### src/rtl/lfsr_gen.sv
// Fibonacci LFSR that steps on an internal prescaler tick from the board clock.
// Supports seed load, recovery from the all-zero state and period measurement.
module lfsr_gen #(
  parameter int unsigned      WIDTH = 14,
  parameter logic [WIDTH-1:0] TAPS  = 14'h3500,
  parameter logic [WIDTH-1:0] SEED  = {{(WIDTH-1){1'b0}}, 1'b1},
  parameter int unsigned      DIV   = 50_000_000
) (
  input  logic             clk,
  input  logic             reset,
  input  logic             en,
  input  logic             load,
  input  logic [WIDTH-1:0] load_val,
  output logic [WIDTH-1:0] lfsr_out,
  output logic             tick,
  output logic             max_tick,
  output logic             lockup,
  output logic [WIDTH-1:0] step_cnt,
  output logic [WIDTH-1:0] period_out
);

  localparam logic [31:0] PCNT_LAST = 32'(DIV - 1);

  logic [31:0]      pcnt_q,     pcnt_d;
  logic [WIDTH-1:0] lfsrState_q, lfsrState_d;
  logic [WIDTH-1:0] stepCnt_q,  stepCnt_d;
  logic [WIDTH-1:0] period_q,   period_d;
  logic             tick_q,     tick_d;
  logic             maxTick_q,  maxTick_d;
  logic             lockup_q,   lockup_d;

  logic             stepNow;
  logic             feedback;
  logic [WIDTH-1:0] shifted;

  assign stepNow  = en && (pcnt_q == PCNT_LAST);
  assign feedback = ^(lfsrState_q & TAPS);
  assign shifted  = {lfsrState_q[WIDTH-2:0], feedback};

  // Load takes priority over a step that falls in the same cycle.
  always_comb begin
    pcnt_d      = pcnt_q;
    lfsrState_d = lfsrState_q;
    stepCnt_d   = stepCnt_q;
    period_d    = period_q;
    tick_d      = 1'b0;
    maxTick_d   = 1'b0;
    lockup_d    = 1'b0;

    if (load) begin
      pcnt_d    = '0;
      stepCnt_d = '0;
      if (load_val == '0) begin
        lfsrState_d = SEED;
        lockup_d    = 1'b1;
      end else begin
        lfsrState_d = load_val;
      end
    end else if (en) begin
      if (stepNow) begin
        pcnt_d = '0;
        tick_d = 1'b1;
        if (lfsrState_q == '0) begin
          lfsrState_d = SEED;
          lockup_d    = 1'b1;
        end else begin
          lfsrState_d = shifted;
          if (shifted == SEED) begin
            maxTick_d = 1'b1;
            period_d  = stepCnt_q + WIDTH'(1);
            stepCnt_d = '0;
          end else begin
            stepCnt_d = stepCnt_q + WIDTH'(1);
          end
        end
      end else begin
        pcnt_d = pcnt_q + 32'd1;
      end
    end
  end

  always_ff @(posedge clk or negedge reset) begin
    if (!reset) begin
      pcnt_q      <= '0;
      lfsrState_q <= SEED;
      stepCnt_q   <= '0;
      period_q    <= '0;
      tick_q      <= 1'b0;
      maxTick_q   <= 1'b0;
      lockup_q    <= 1'b0;
    end else begin
      pcnt_q      <= pcnt_d;
      lfsrState_q <= lfsrState_d;
      stepCnt_q   <= stepCnt_d;
      period_q    <= period_d;
      tick_q      <= tick_d;
      maxTick_q   <= maxTick_d;
      lockup_q    <= lockup_d;
    end
  end

  assign lfsr_out   = lfsrState_q;
  assign tick       = tick_q;
  assign max_tick   = maxTick_q;
  assign lockup     = lockup_q;
  assign step_cnt   = stepCnt_q;
  assign period_out = period_q;

endmodule

### config.mk
export PLATFORM = sky130hd
export DESIGN_NAME = lfsr_gen
export DESIGN_NICKNAME = d
export VERILOG_FILES = /design/src/rtl/lfsr_gen.sv
export SDC_FILE = /design/constraint.sdc
export NUM_CORES = 1
export LEC_CHECK = 0
export ABC_AREA = 1
export BUFFER_PORTS_ARGS = -buffer_cell sky130_fd_sc_hd__buf_2
export CELL_PAD_IN_SITES_DETAIL_PLACEMENT = 1
export CELL_PAD_IN_SITES_GLOBAL_PLACEMENT = 1
export CORE_MARGIN = 2
export CORE_UTILIZATION = 30
export CTS_CLUSTER_SIZE = 24
export DETAILED_ROUTE_END_ITERATION = 8
export PLACE_DENSITY_LB_ADDON = 0.05
export SLEW_MARGIN = 20
export SYNTH_ARGS = -nofsm -noshare
export SYNTH_HDL_FRONTEND = slang
export SYNTH_SLANG_ARGS = --single-unit
### constraint.sdc
create_clock -name clk -period 1.55 [get_ports clk]
set_clock_uncertainty 0.05 [all_clocks]
set_input_delay 0 -clock clk [delete_from_list [all_inputs] [get_ports clk]]
set_output_delay 0 -clock clk [all_outputs]
set_load 0.005 [all_outputs]
==> run metrics <==
clock-pin slew on the worst setup and hold paths 60 ps; Starting Density 0.303; fillcell total 2,019; CTS Sinks 77; Rel. slew slack 0.689; PD cells 699 nW/um^2; FF-to-FF End period_out[6]; IO Port Bufs 62; Seq cells post-synth 77; Clock Path Buffers 2; drt pass-1 iters 4; worst hold path depth 5; Num CTS Buffers 9; root buf cell clkbuf_16; Seq/Total Area, Yosys 0.404; Worst Slack Setup Final -190 ps; Worst Path Buf+Inv 2; max incr delay on CP 360 ps; Via density 4.70; row cnt 46; worst min path class in -> reg; final core utilization 0.479; Iteration-0 DRC Markers 170; syn_nets 721; Inst Count DP 1,099; Tot GR Track Use 0.221; hold_ws -13.1 ps; largest net degree at the start of global routing 78; post-place setup slack -342 ps; Setup-failing EPs final 67; drt drc 0; grt total ovfl 0; final non-filler cell total 1,145; setup_tns -9800 ps; vias post-DR 5,380; f_max 575 MHz; Antenna Nets Post-Route 0; Area after DPL 6350 sq um; Worst-Margin Slew 467 ps; Yosys cell types 36; Die Wd 130 microns; Top Family by Delay on Critical Path simple AND/OR/NAND/NOR gates; crit path from pcnt_q[4]; antenna violations before repair 0; CP Cell Sequence nand2_1, buf_4, nor2_1, nand2_4, nor2_4, nand3_4, nor2_4, buf_12, nand3_1, nand2_1; Synth Instances 700; Worst EP arrival 1970 ps; final net count 945; CP Class reg -> reg; Synth Warn # 0; reg2reg path depth 10; gpl congestion 0.868; Mean Syn Cell Area 6.81 sq um; Skew-Pair Late Insertion Delay 350 ps; Final Total Pwr 5.26 mW; Worst setup EP type register; failing checks hold timing, setup timing; Max Cap Viol 0; final hold vios 1; final instance area 7530 sq um; core area 15,700 sq um; status complete, but fails checks; Max VDD drop 0.455 mV; layout cells sized above 1 0.395; crit path time final 1740 ps; post-synthesis instance area 4770 sq um; commonest cells after routing, fill and taps aside nand2_1, buf_4, dfrtp_1; RSZ-0062 raised after global routing yes; drt total wl 17.9 mm; vias in the first global route 5,742; reg2reg start pcnt_q[4]; most common cell after layout, fill and taps aside nand2_1; CP Launch Type register; Leak 3.74 nW; Max Slew Vio Count 0; area of the die 16,900 sq um; slowest stage cell, crit path dfrtp_1; Die H 130 microns; hold path start load_val[5]; wire per inst 15.6 microns; IO Count 63; Critical Path RT 1780 ps; H-tree depth 3; P&R area growth vs syn 57.9%; Hold EP lfsr_out[5]; CTS tree yes; fin crit share 1.12; Worst R2R Setup Slack -190 ps; CP Max Fanout 14; DPL Wire Length 13.2 mm; antenna diode count 0; first-pass GRT wire length 29.0 mm
[flip-flops by register name (all words and copies together), names as in the netlist]
name and cells:
pcnt_q 32, step_cnt 14, max_tick 1, lfsr_out 14, period_out 14, lockup 1
tick 1
[Yosys cell counts, drive strengths merged]
library cell	count	area [sq um]
xor2	10	87.6
nor3b	5	37.5
nand2	245	945
o31ai	1	7.51
and2	1	6.26
clkbuf	3	11.3
nor2	127	542
xnor2	3	26.3
clkinv	1	3.75
inv	75	282
or2	4	25.0
ha	3	37.5
dfstp	1	26.3
nor3	13	65.1
mux2i	2	20.0
a21oi	9	45.0
dfrtp	76	1900
o21ai	34	181
nand3	54	288
nand3b	2	15.0
buf	14	101
nand4	17	113
[logic make-up after synthesis]
kind of cell	synth area share
AND/OR/NAND/NOR	0.427
buffers and inverters	0.0835
flip-flops	0.404
AO/OA/AOI/OAI	0.0491
XOR/XNOR	0.0239
adder cells (fa/ha/maj)	0.00787
multiplexers	0.00420
[report_power, final]
| group | switching, mW | internal [mW] |
|---|---|---|
| Sequential | 0.0506 | 2.07 |
| Clock | 0.917 | 1.41 |
| Combinational | 0.435 | 0.383 |
[cell type report]
type	instances	area [sq um]	share of cell area
clock buffers	10	229	0.0304
clock inverters	6	87.6	0.0116
inverters	76	288	0.0382
multi-input cells	530	2970	0.395
flip-flops and latches	77	1930	0.256
well taps	216	270	0.0359
repair buffers	230	1750	0.233
[worst max-delay path by stage]
stage	slack, ps	cells after the start	endpoint
after global routing	-340	10	pcnt_q[14]
after floorplan	-70	11	step_cnt[0]
final	-190	10	period_out[6]
after global placement	-280	8	pcnt_q[17]
after CTS	-190	11	period_out[7]
after detailed placement	-340	8	pcnt_q[17]
[metal layers]
layer / GRT usage / up-vias / part of all wire
li1: - / 2648 / -
met1: 0.275 / 2636 / 0.44
met2: 0.385 / 67 / 0.51
met3: 0.0295 / 29 / 0.019
met4: 0.0955 / 0 / 0.025
met5: 0 / - / 0
[worst register-to-register path, stage by stage (launching register included)]
cell     delay (ps)
dfrtp_1         360
nand2_1          80
buf_4           160
nor2_1          200
nand2_4          70
nor2_4          110
nand3_4         160
nor2_4          140
buf_12          150
nand3_1         120
nand2_1          80
[what timing repair did]
item                       in CTS  in global routing
setup buffers                   4                 13
gates resized for setup        83                105
pin swaps                      12                 30
setup endpoints to repair      77                 76
hold buffers                   14                  0
cloned                          1                  0
hold endpoints to repair       91                  0
(Power assumes the default switching activity.)
